File: config.mk
export PLATFORM = sky130hd
export DESIGN_NAME = mdio_master_ctrl_flat
export DESIGN_NICKNAME = d
export VERILOG_FILES = /design/src/rtl/mdio_master_ctrl_if.sv /design/src/rtl/mdio_master_ctrl.sv /design/src/flat_wrapper.sv
export SDC_FILE = /design/constraint.sdc
export NUM_CORES = 1
export LEC_CHECK = 0
export BUFFER_PORTS_ARGS = -buffer_cell sky130_fd_sc_hd__buf_4
export CAP_MARGIN = 10
export CORE_ASPECT_RATIO = 2
export CORE_MARGIN = 4
export CORE_UTILIZATION = 40
export DETAILED_ROUTE_END_ITERATION = 8
export GPL_ROUTABILITY_DRIVEN = 0
export REMOVE_ABC_BUFFERS = 1
export SLEW_MARGIN = 20
export SYNTH_ARGS = -nofsm -noshare
export SYNTH_HDL_FRONTEND = slang
export SYNTH_SLANG_ARGS = --single-unit
File: constraint.sdc
create_clock -name clk -period 2.7 [get_ports clk]
set_clock_uncertainty 0.05 [all_clocks]
set_input_delay 0.405 -clock clk [delete_from_list [all_inputs] [get_ports clk]]
set_output_delay 0.405 -clock clk [all_outputs]
set_load 0.02 [all_outputs]
File: src/rtl/mdio_master_ctrl_if.sv
// Command/response port of the Clause-22 MDIO master.
// The requester owns the master modport; the MDIO engine owns the slave modport.
interface mdio_master_ctrl_if;
  logic        cmd_valid;
  logic        cmd_ready;
  logic        cmd_rd;
  logic [4:0]  cmd_phy;
  logic [4:0]  cmd_reg;
  logic [15:0] cmd_wdata;
  logic        rsp_valid;
  logic [15:0] rsp_rdata;
  logic        rsp_err;

  modport master (
    output cmd_valid, cmd_rd, cmd_phy, cmd_reg, cmd_wdata,
    input  cmd_ready, rsp_valid, rsp_rdata, rsp_err
  );

  modport slave (
    input  cmd_valid, cmd_rd, cmd_phy, cmd_reg, cmd_wdata,
    output cmd_ready, rsp_valid, rsp_rdata, rsp_err
  );
endinterface

File: src/rtl/mdio_master_ctrl.sv
// Generic Clause-22 MDIO master: runs one read or write frame per accepted command
// and returns read data plus a no-response flag. MDC, MDIO and handshake outputs are registered.
module mdio_master_ctrl #(
  parameter int MODULE_CLK  = 50_000_000,
  parameter int MDC_CLK     = 2_500_000,
  parameter bit PREAMBLE_EN = 1'b1
) (
  input  logic               clk,
  input  logic               rst,
  mdio_master_ctrl_if.slave  cmd,
  output logic               mdc,
  output logic               mdio_o,
  output logic               mdio_oe,
  input  logic               mdio_i
);

  localparam int DIV   = MODULE_CLK / (2 * MDC_CLK);
  localparam int DIV_W = (DIV > 1) ? $clog2(DIV) : 1;
  localparam logic [DIV_W-1:0] DIV_LAST = DIV_W'(DIV - 1);

  typedef enum logic [2:0] {S_IDLE, S_PRE, S_HDR, S_TA, S_DATA, S_END} state_t;

  state_t            state_q;
  logic [DIV_W-1:0]  div_q;
  logic [5:0]        bit_q;
  logic [31:0]       tx_q;
  logic [15:0]       rx_q;
  logic              rd_q;
  logic              ta_err_q;
  logic              mdc_q;
  logic              mdio_o_q;
  logic              mdio_oe_q;
  logic              cmd_ready_q;
  logic              rsp_valid_q;
  logic [15:0]       rsp_rdata_q;
  logic              rsp_err_q;

  logic [31:0] frame;
  logic        accept;
  logic        half_done;

  // ST, OP, PHYAD, REGAD, TA, DATA; read TA/DATA slots are never driven (oe=0).
  assign frame = {2'b01,
                  cmd.cmd_rd ? 2'b10 : 2'b01,
                  cmd.cmd_phy,
                  cmd.cmd_reg,
                  cmd.cmd_rd ? 2'b11 : 2'b10,
                  cmd.cmd_rd ? 16'hFFFF : cmd.cmd_wdata};
  assign accept    = cmd.cmd_valid && cmd_ready_q;
  assign half_done = (div_q == DIV_LAST);

  always_ff @(posedge clk) begin
    if (rst) begin
      state_q     <= S_IDLE;
      div_q       <= '0;
      bit_q       <= '0;
      tx_q        <= '0;
      rx_q        <= '0;
      rd_q        <= 1'b0;
      ta_err_q    <= 1'b0;
      mdc_q       <= 1'b0;
      mdio_o_q    <= 1'b1;
      mdio_oe_q   <= 1'b0;
      cmd_ready_q <= 1'b0;
      rsp_valid_q <= 1'b0;
      rsp_rdata_q <= '0;
      rsp_err_q   <= 1'b0;
    end else begin
      rsp_valid_q <= 1'b0;
      if (state_q == S_IDLE) begin
        mdc_q <= 1'b0;
        if (accept) begin
          cmd_ready_q <= 1'b0;
          rd_q        <= cmd.cmd_rd;
          tx_q        <= frame;
          div_q       <= '0;
          bit_q       <= '0;
          mdio_oe_q   <= 1'b1;
          if (PREAMBLE_EN) begin
            state_q  <= S_PRE;
            mdio_o_q <= 1'b1;
          end else begin
            state_q  <= S_HDR;
            mdio_o_q <= frame[31];
          end
        end else begin
          cmd_ready_q <= 1'b1;
        end
      end else if (!half_done) begin
        div_q <= div_q + DIV_W'(1);
      end else if (!mdc_q) begin
        // Rising MDC: sample what the PHY is driving.
        div_q <= '0;
        mdc_q <= 1'b1;
        if (state_q == S_TA && bit_q == 6'd1) ta_err_q <= mdio_i;
        if (state_q == S_DATA) rx_q <= {rx_q[14:0], mdio_i};
      end else begin
        // Falling MDC: bit boundary, present the next bit.
        div_q <= '0;
        mdc_q <= 1'b0;
        bit_q <= bit_q + 6'd1;
        case (state_q)
          S_PRE: begin
            if (bit_q == 6'd31) begin
              state_q  <= S_HDR;
              bit_q    <= '0;
              mdio_o_q <= tx_q[31];
            end
          end
          S_HDR: begin
            mdio_o_q <= tx_q[30];
            tx_q     <= {tx_q[30:0], 1'b0};
            if (bit_q == 6'd13) begin
              state_q   <= S_TA;
              bit_q     <= '0;
              mdio_oe_q <= !rd_q;
            end
          end
          S_TA: begin
            mdio_o_q <= tx_q[30];
            tx_q     <= {tx_q[30:0], 1'b0};
            if (bit_q == 6'd1) begin
              state_q <= S_DATA;
              bit_q   <= '0;
            end
          end
          S_DATA: begin
            if (bit_q == 6'd15) begin
              state_q   <= S_END;
              bit_q     <= '0;
              mdio_oe_q <= 1'b0;
              mdio_o_q  <= 1'b1;
            end else begin
              mdio_o_q <= tx_q[30];
              tx_q     <= {tx_q[30:0], 1'b0};
            end
          end
          S_END: begin
            state_q     <= S_IDLE;
            bit_q       <= '0;
            rsp_valid_q <= 1'b1;
            cmd_ready_q <= 1'b1;
            rsp_rdata_q <= rd_q ? rx_q : 16'h0000;
            rsp_err_q   <= rd_q & ta_err_q;
          end
          default: begin
            state_q <= S_IDLE;
          end
        endcase
      end
    end
  end

  assign cmd.cmd_ready = cmd_ready_q;
  assign cmd.rsp_valid = rsp_valid_q;
  assign cmd.rsp_rdata = rsp_rdata_q;
  assign cmd.rsp_err   = rsp_err_q;
  assign mdc           = mdc_q;
  assign mdio_o        = mdio_o_q;
  assign mdio_oe       = mdio_oe_q;

endmodule

File: src/flat_wrapper.sv
// flat-port wrapper written by rule: the top's interface ports become plain ports
module mdio_master_ctrl_flat 
#(
  parameter int MODULE_CLK  = 50_000_000,
  parameter int MDC_CLK     = 2_500_000,
  parameter bit PREAMBLE_EN = 1'b1
)
  (clk, rst, mdc, mdio_o, mdio_oe, mdio_i, cmd_cmd_valid, cmd_cmd_rd, cmd_cmd_phy, cmd_cmd_reg, cmd_cmd_wdata, cmd_cmd_ready, cmd_rsp_valid, cmd_rsp_rdata, cmd_rsp_err);
  mdio_master_ctrl_if cmd_i ();
  input  logic clk;
  input  logic rst;
  output logic mdc;
  output logic mdio_o;
  output logic mdio_oe;
  input  logic mdio_i;
  input wire logic [$bits(cmd_i.cmd_valid)-1:0] cmd_cmd_valid;
  input wire logic [$bits(cmd_i.cmd_rd)-1:0] cmd_cmd_rd;
  input wire logic [$bits(cmd_i.cmd_phy)-1:0] cmd_cmd_phy;
  input wire logic [$bits(cmd_i.cmd_reg)-1:0] cmd_cmd_reg;
  input wire logic [$bits(cmd_i.cmd_wdata)-1:0] cmd_cmd_wdata;
  output wire logic [$bits(cmd_i.cmd_ready)-1:0] cmd_cmd_ready;
  output wire logic [$bits(cmd_i.rsp_valid)-1:0] cmd_rsp_valid;
  output wire logic [$bits(cmd_i.rsp_rdata)-1:0] cmd_rsp_rdata;
  output wire logic [$bits(cmd_i.rsp_err)-1:0] cmd_rsp_err;
  assign cmd_i.cmd_valid = cmd_cmd_valid;
  assign cmd_i.cmd_rd = cmd_cmd_rd;
  assign cmd_i.cmd_phy = cmd_cmd_phy;
  assign cmd_i.cmd_reg = cmd_cmd_reg;
  assign cmd_i.cmd_wdata = cmd_cmd_wdata;
  assign cmd_cmd_ready = cmd_i.cmd_ready;
  assign cmd_rsp_valid = cmd_i.rsp_valid;
  assign cmd_rsp_rdata = cmd_i.rsp_rdata;
  assign cmd_rsp_err = cmd_i.rsp_err;
  mdio_master_ctrl #(.MODULE_CLK(MODULE_CLK), .MDC_CLK(MDC_CLK), .PREAMBLE_EN(PREAMBLE_EN)) u_core (.clk(clk), .rst(rst), .cmd(cmd_i), .mdc(mdc), .mdio_o(mdio_o), .mdio_oe(mdio_oe), .mdio_i(mdio_i));
endmodule
After elaboration in Yosys (flattened, before gate mapping)
Index checks and enable logic that the tools add are counted.

Register bits: 85. Output and inout bits: 22.

Add/sub/neg operators: 2. Equal/unequal tests: 16. Mux-type cells: 51. Bitwise gates (word level): 4. Reductions and logical operators: 23.

Operators by type and width (count): two-way mux 32 bit (5); one-hot mux 32 bit (2 select lines) (1); two-way mux 6 bit (8); two-way mux 16 bit (2); one-hot mux 6 bit (5 select lines) (1); two-way mux 3 bit (8); two-way mux 1 bit (19); == test 6 x 4 -> 1 bit, second input constant (2); two-way mux 4 bit (3); one-hot mux 3 bit (4 select lines) (1); AND reduction 4 bit (3); AND reduction 5 bit (2); != test 3 x 2 -> 1 bit, second input constant (3); AND reduction 7 bit (1); adder 6 x 1 -> 6 bit, second input constant (1); == test 3 x 2 -> 1 bit, second input constant (2); == test 3 bit, second input constant (2); == test 6 x 1 -> 1 bit, second input constant (1); == test 6 x 5 -> 1 bit, second input constant (1); != test 3 x 1 -> 1 bit, second input constant (2); AND reduction 3 bit (2); AND reduction 6 bit (1); nonzero test 2 bit (3); nonzero test 3 bit (2); other kinds (16) (20).

Longest topological paths before layout
Word-level depth: 6. Gate-level depth with buffers: 8.

Worst setup path after synthesis
Ideal clock, no wire load.

Path type: register to register. Start point: reg u_core.state_q[0]. End point: reg u_core.mdio_oe_q, in the netlist u_core.mdio_oe. Setup time: 0.121 ns. Arrival time: 1.997 ns. Data required time: 2.529 ns. Setup slack: 0.532 ns. Cell stages (with the launch flop): 7. Buffers on the path: 2. Clock period less this slack: 2.168 ns. Path through: dfxtp_1 -> buf_6 -> or3_1 -> buf_2 -> mux2_4 -> or4_4 -> mux2_4.

Longest elaborated chain between the ends: 5. Elaborated cells between the ends (all ways): 14. Classes of those cells: eq/ne: 5; mux: 4; reduce/logical: 5.

Ends and longest elaborated chain: start: declaration (line mdio_master_ctrl.sv:23) `state_t state_q;`; start signal: assignment (line mdio_master_ctrl.sv:54) `state_q <= S_IDLE;`; start signal: assignment (line mdio_master_ctrl.sv:80) `state_q <= S_PRE;`; start signal: assignment (line mdio_master_ctrl.sv:83) `state_q <= S_HDR;`; == test 3 bit / == test 3 x 2 -> 1 bit (equally long branches) (line mdio_master_ctrl.sv:102) `case (state_q)`; one-hot mux 1 bit (2 select lines) (line mdio_master_ctrl.sv:102); two-way mux 1 bit (line mdio_master_ctrl.sv:91) `end else if (!mdc_q) begin`; two-way mux 1 bit (line mdio_master_ctrl.sv:89) `end else if (!half_done) begin`; two-way mux 1 bit (line mdio_master_ctrl.sv:70) `if (state_q == S_IDLE) begin`; end signal: assignment (line mdio_master_ctrl.sv:116) `mdio_oe_q <= !rd_q;`; end: declaration (line mdio_master_ctrl.sv:32) `logic mdio_oe_q;`.

Parallel ways exist; a longest one is shown, timed or not. The select of a mux whose other input is x is not followed. A chain may end at the register's enable or synchronous reset.

Worst setup path after layout
Start point: reg u_core.bit_q[0]. End point: reg u_core.bit_q[3].

Longest elaborated chain between the ends: 6. Elaborated cells between the ends (all ways): 13. Classes of those cells: add/sub: 1; eq/ne: 4; mux: 8.

Ends and longest elaborated chain: start: declaration (line mdio_master_ctrl.sv:25) `logic [5:0] bit_q;`; start signal: assignment (line mdio_master_ctrl.sv:101) `bit_q <= bit_q + 6'd1;`; adder 6 x 1 -> 6 bit (tied with other cells) (line mdio_master_ctrl.sv:101); two-way mux 6 bit (on tied branches); one-hot mux 6 bit (5 select lines) * (line mdio_master_ctrl.sv:102); two-way mux 6 bit * (line mdio_master_ctrl.sv:91); two-way mux 6 bit * (line mdio_master_ctrl.sv:89); two-way mux 6 bit * (line mdio_master_ctrl.sv:70).

Mark *: on every way between the ends. The rest lies on a longest branch, timed or not. The select of a mux whose other input is x is not followed.

==> results.sh <==
export IMPL_outcome="finished, final reports clean"
export IMPL_cp_slowest_cell="o311ai_0"
export IMPL_maxCapViolCount=0
export IMPL_postSynthAreaPerCell_um2=8.37
export IMPL_cts_resized=0
export IMPL_worstPathMaxFanout=9
export IMPL_first_pass_iters=4
export IMPL_fin_crit_sh_pct=82.1
export IMPL_rsz0062_at_grt="false"
export IMPL_hold_depth=3
export IMPL_clockRootBuffer="clkbuf_16"
export IMPL_antenna_cells=0
export IMPL_die_x_um=79.5
export IMPL_syn2layout_area_growth_pct=20.2
export IMPL_rows=52
export IMPL_die_height_um=151
export IMPL_htree_num_levels=3
export IMPL_grt_ovfl_total=0
export IMPL_core_area_mm2=0.0101
export IMPL_leakage_nw=2.06
export IMPL_drtIter0Drc=142
export IMPL_synth_edf_count=0
export IMPL_slew_headroom_pct=57.2
export IMPL_yosysWarnings=0
export IMPL_ir_worst_vdd_uv=459
export IMPL_critPathCaptureType="flip-flop"
export IMPL_finalHoldViolCount=0
export IMPL_seqPwrFrac_pct=45.0
export IMPL_netlist_area_mm2=0.00409
export IMPL_p_sw_share_pct=27.7
export IMPL_finalCriticalPeriod_ns=2.22
export IMPL_syn_inst=488
export IMPL_wl_per_cell_um=13.8
export IMPL_r2r_start="u_core.bit_q[0]$_SDFFE_PP0P_"
export IMPL_startpoint_type="flip-flop"
export IMPL_viasPerCell=5.26
export IMPL_grt_antenna_before_repair=0
export IMPL_critPathArrivalTime_ns=2.36
export IMPL_grt_pass1_wl_um=15500
export IMPL_clock_sinks=85
export IMPL_hp_class="input port to flip-flop"
export IMPL_clk_pin_slew_ns=0.07
export IMPL_p_per_area_mw_per_mm2=605
export IMPL_vias=3511
export IMPL_clkPwrFrac_pct=40.1
export IMPL_ff2ff_path_depth=5
export IMPL_numCtsBuffers=9
export IMPL_slew_violations=0
export IMPL_fmax_ghz=0.451
export IMPL_r2r_end="u_core.bit_q[3]$_SDFFE_PP0P_"
export IMPL_power_total_mw=2.97
export IMPL_start_util_pct=40.5
export IMPL_clk_insertion_delay_late_ns=0.34
export IMPL_numPortBuffers=52
export IMPL_path_delay_family="compound AO/OA/AOI/OAI gates"
export IMPL_max_stage_delay_ns=0.57
export IMPL_clockBufferDepth=2
export IMPL_internal_power_mw=2.15
export IMPL_wirelength_um=9200
export IMPL_num_io_pins=53
export IMPL_hold_buffers=0
export IMPL_postCtsSetupRepairBufs=0
export IMPL_async_flop_share_pct=0
export IMPL_grt_usage_pct=16.2
export IMPL_synth_main_ff_cell="dfxtp_1"
export IMPL_p_sw_uw=823
export IMPL_hold_path_startpoint="mdio_i"
export IMPL_grt_max_degree=34
export IMPL_crit_chain="ha_1 > and4b_1 > a211oi_1 > o311ai_0 > a22oi_1"
export IMPL_fin_tns_setup_ns=0
export IMPL_setup_viol=0
export IMPL_dieArea_mm2=0.0120
export IMPL_drtAntennaViolNets=0
export IMPL_criticalPathCategory="flip-flop to flip-flop"
export IMPL_synth_seq_cells=85
export IMPL_seq_area_frac_synth_pct=41.7
export IMPL_drc=0
export IMPL_critPathRequiredTime_ns=2.85
export IMPL_fillers=1005
export IMPL_timing_critical_path_buf_inv=0
export IMPL_synth_cell_type_count=45
export IMPL_tritoncts="built"
export IMPL_grt_pass1_vias=3417
export IMPL_p_comb_share_pct=14.9
export IMPL_hold_end="u_core.rx_q[0]$_SDFFE_PP0P_"
export IMPL_drive_gt1_share_pct=22.4
export IMPL_place_hpwl_um=6600
export IMPL_nNetsFinal=562
export IMPL_tightest_slew_ns=0.634
export IMPL_worst_r2r_setup_slack_ns=0.48
==> sequential cells by signal, summed over array words and instances, names as in the netlist, named ones only <==
signal,flops
u_core.bit_q,6
u_core.cmd.cmd_ready,1
u_core.cmd.rsp_err,1
u_core.cmd.rsp_rdata,16
u_core.cmd.rsp_valid,1
u_core.div_q,4
u_core.mdc,1
u_core.mdio_o,1
u_core.mdio_oe,1
u_core.rd_q,1
u_core.rx_q,16
u_core.state_q,2
u_core.ta_err_q,1
u_core.tx_q,32
==> how the worst max path moves through the flow <==
stage / start / end / slack (ns) / cells after the start
floorplan: u_core.state_q[0]$_SDFFE_PP0P_ / u_core.bit_q[2]$_SDFFE_PP0P_ / -0.50 / 4
global placement: u_core.bit_q[0]$_SDFFE_PP0P_ / u_core.bit_q[5]$_SDFFE_PP0P_ / 0.62 / 5
detailed placement: u_core.bit_q[0]$_SDFFE_PP0P_ / u_core.bit_q[3]$_SDFFE_PP0P_ / 0.53 / 5
CTS: u_core.bit_q[0]$_SDFFE_PP0P_ / u_core.bit_q[3]$_SDFFE_PP0P_ / 0.49 / 5
global route: u_core.bit_q[0]$_SDFFE_PP0P_ / u_core.bit_q[3]$_SDFFE_PP0P_ / 0.29 / 5
finish: u_core.bit_q[0]$_SDFFE_PP0P_ / u_core.bit_q[3]$_SDFFE_PP0P_ / 0.48 / 5
==> cells in the final DEF (no fill, tap or decap), types with 3 or more instances in the layout <==
master | Yosys | layout
a21oi_1 | 42 | 42
a31oi_1 | 7 | 7
and3b_1 | 3 | 3
buf_4 | 0 | 66
clkbuf_16 | 0 | 9
dfxtp_1 | 85 | 85
ha_1 | 4 | 4
inv_1 | 6 | 6
inv_6 | 0 | 3
mux2_2 | 31 | 31
mux2i_1 | 22 | 22
nand2_1 | 54 | 54
nand3_1 | 23 | 23
nand4_1 | 4 | 4
nor2_1 | 47 | 47
nor2b_1 | 32 | 32
nor3_1 | 38 | 37
o21ai_0 | 9 | 9
or3_1 | 3 | 3
==> stage by stage <==
step | util, % | cell area (µm²) | instances | worst slack (ns) | hold WS (ns)
floorplan | - | 3930 | 449 | -0.501 | 0.389
global placement | 45.8 | 4620 | 651 | 0.625 | 0.391
detailed placement | 45.8 | 4620 | 651 | 0.527 | 0.394
CTS | 48.7 | 4910 | 667 | 0.493 | 0.256
global route | 48.7 | 4910 | 667 | 0.295 | 0.275
finish | 48.7 | 4910 | 667 | 0.482 | 0.264
==> kinds of logic after synthesis <==
family,Yosys count,synth area share [%]
AND/OR/NAND/NOR,221,26.6
flip-flops,85,41.7
AO/OA/AOI/OAI,77,11.3
multiplexers,55,14.7
buffers and inverters,45,4.35
adder cells (fa/ha/maj),4,1.23
XOR/XNOR,1,0.214
==> power by group through the flow <==
| stage | clock network [mW] | logic, mW | registers, mW |
|---|---|---|---|
| after floorplan | 0 | 0.269 | 1.37 |
| after global placement | 0 | 0.440 | 1.36 |
| after detailed placement | 0 | 0.449 | 1.37 |
| after CTS | 1.22 | 0.451 | 1.34 |
| after global routing | 1.28 | 0.498 | 1.34 |
| final | 1.19 | 0.444 | 1.34 |
==> final cells by class <==
cell class / instances / area [µm²] / area share (%)
inverters: 6 / 22.5 / 0.458
clock inverters: 7 / 67.6 / 1.38
well taps: 135 / 169 / 3.44
multi-input cells: 358 / 2210 / 45.0
repair buffers: 67 / 515 / 10.5
flip-flops and latches: 85 / 1700 / 34.6
clock buffers: 9 / 225 / 4.58
==> routing by layer <==
metal	up-vias	wire length [µm]	share of wire [%]	track usage, %
met5	-	0	0	0
met2	81	4900	53	28.6
met4	0	275	3.0	9.29
li1	1783	-	-	-
met3	20	350	3.8	3.51
met1	1627	3680	40	17.3
==> worst min-delay path, stage by stage <==
cell	delay [ns]
buf_4	0.09
mux2i_1	0.05
nor2_1	0.07
==> cell usage after synthesis (3+ instances only) <==
cell type	count	area (µm²)
nor2b_1	32	200
inv_1	6	22.5
nand3_1	23	115
dfxtp_1	85	1700
nand4_1	4	25.0
nand2_1	54	203
a31oi_1	7	43.8
ha_1	4	50.1
clkbuf_1	31	116
buf_1	6	22.5
nor2_1	47	176
nor3_1	38	190
mux2_2	31	349
and3b_1	3	26.3
mux2i_1	22	220
or3_1	3	18.8
a21oi_1	42	210
o21ai_0	9	45.0
(Power assumes the default switching activity.)
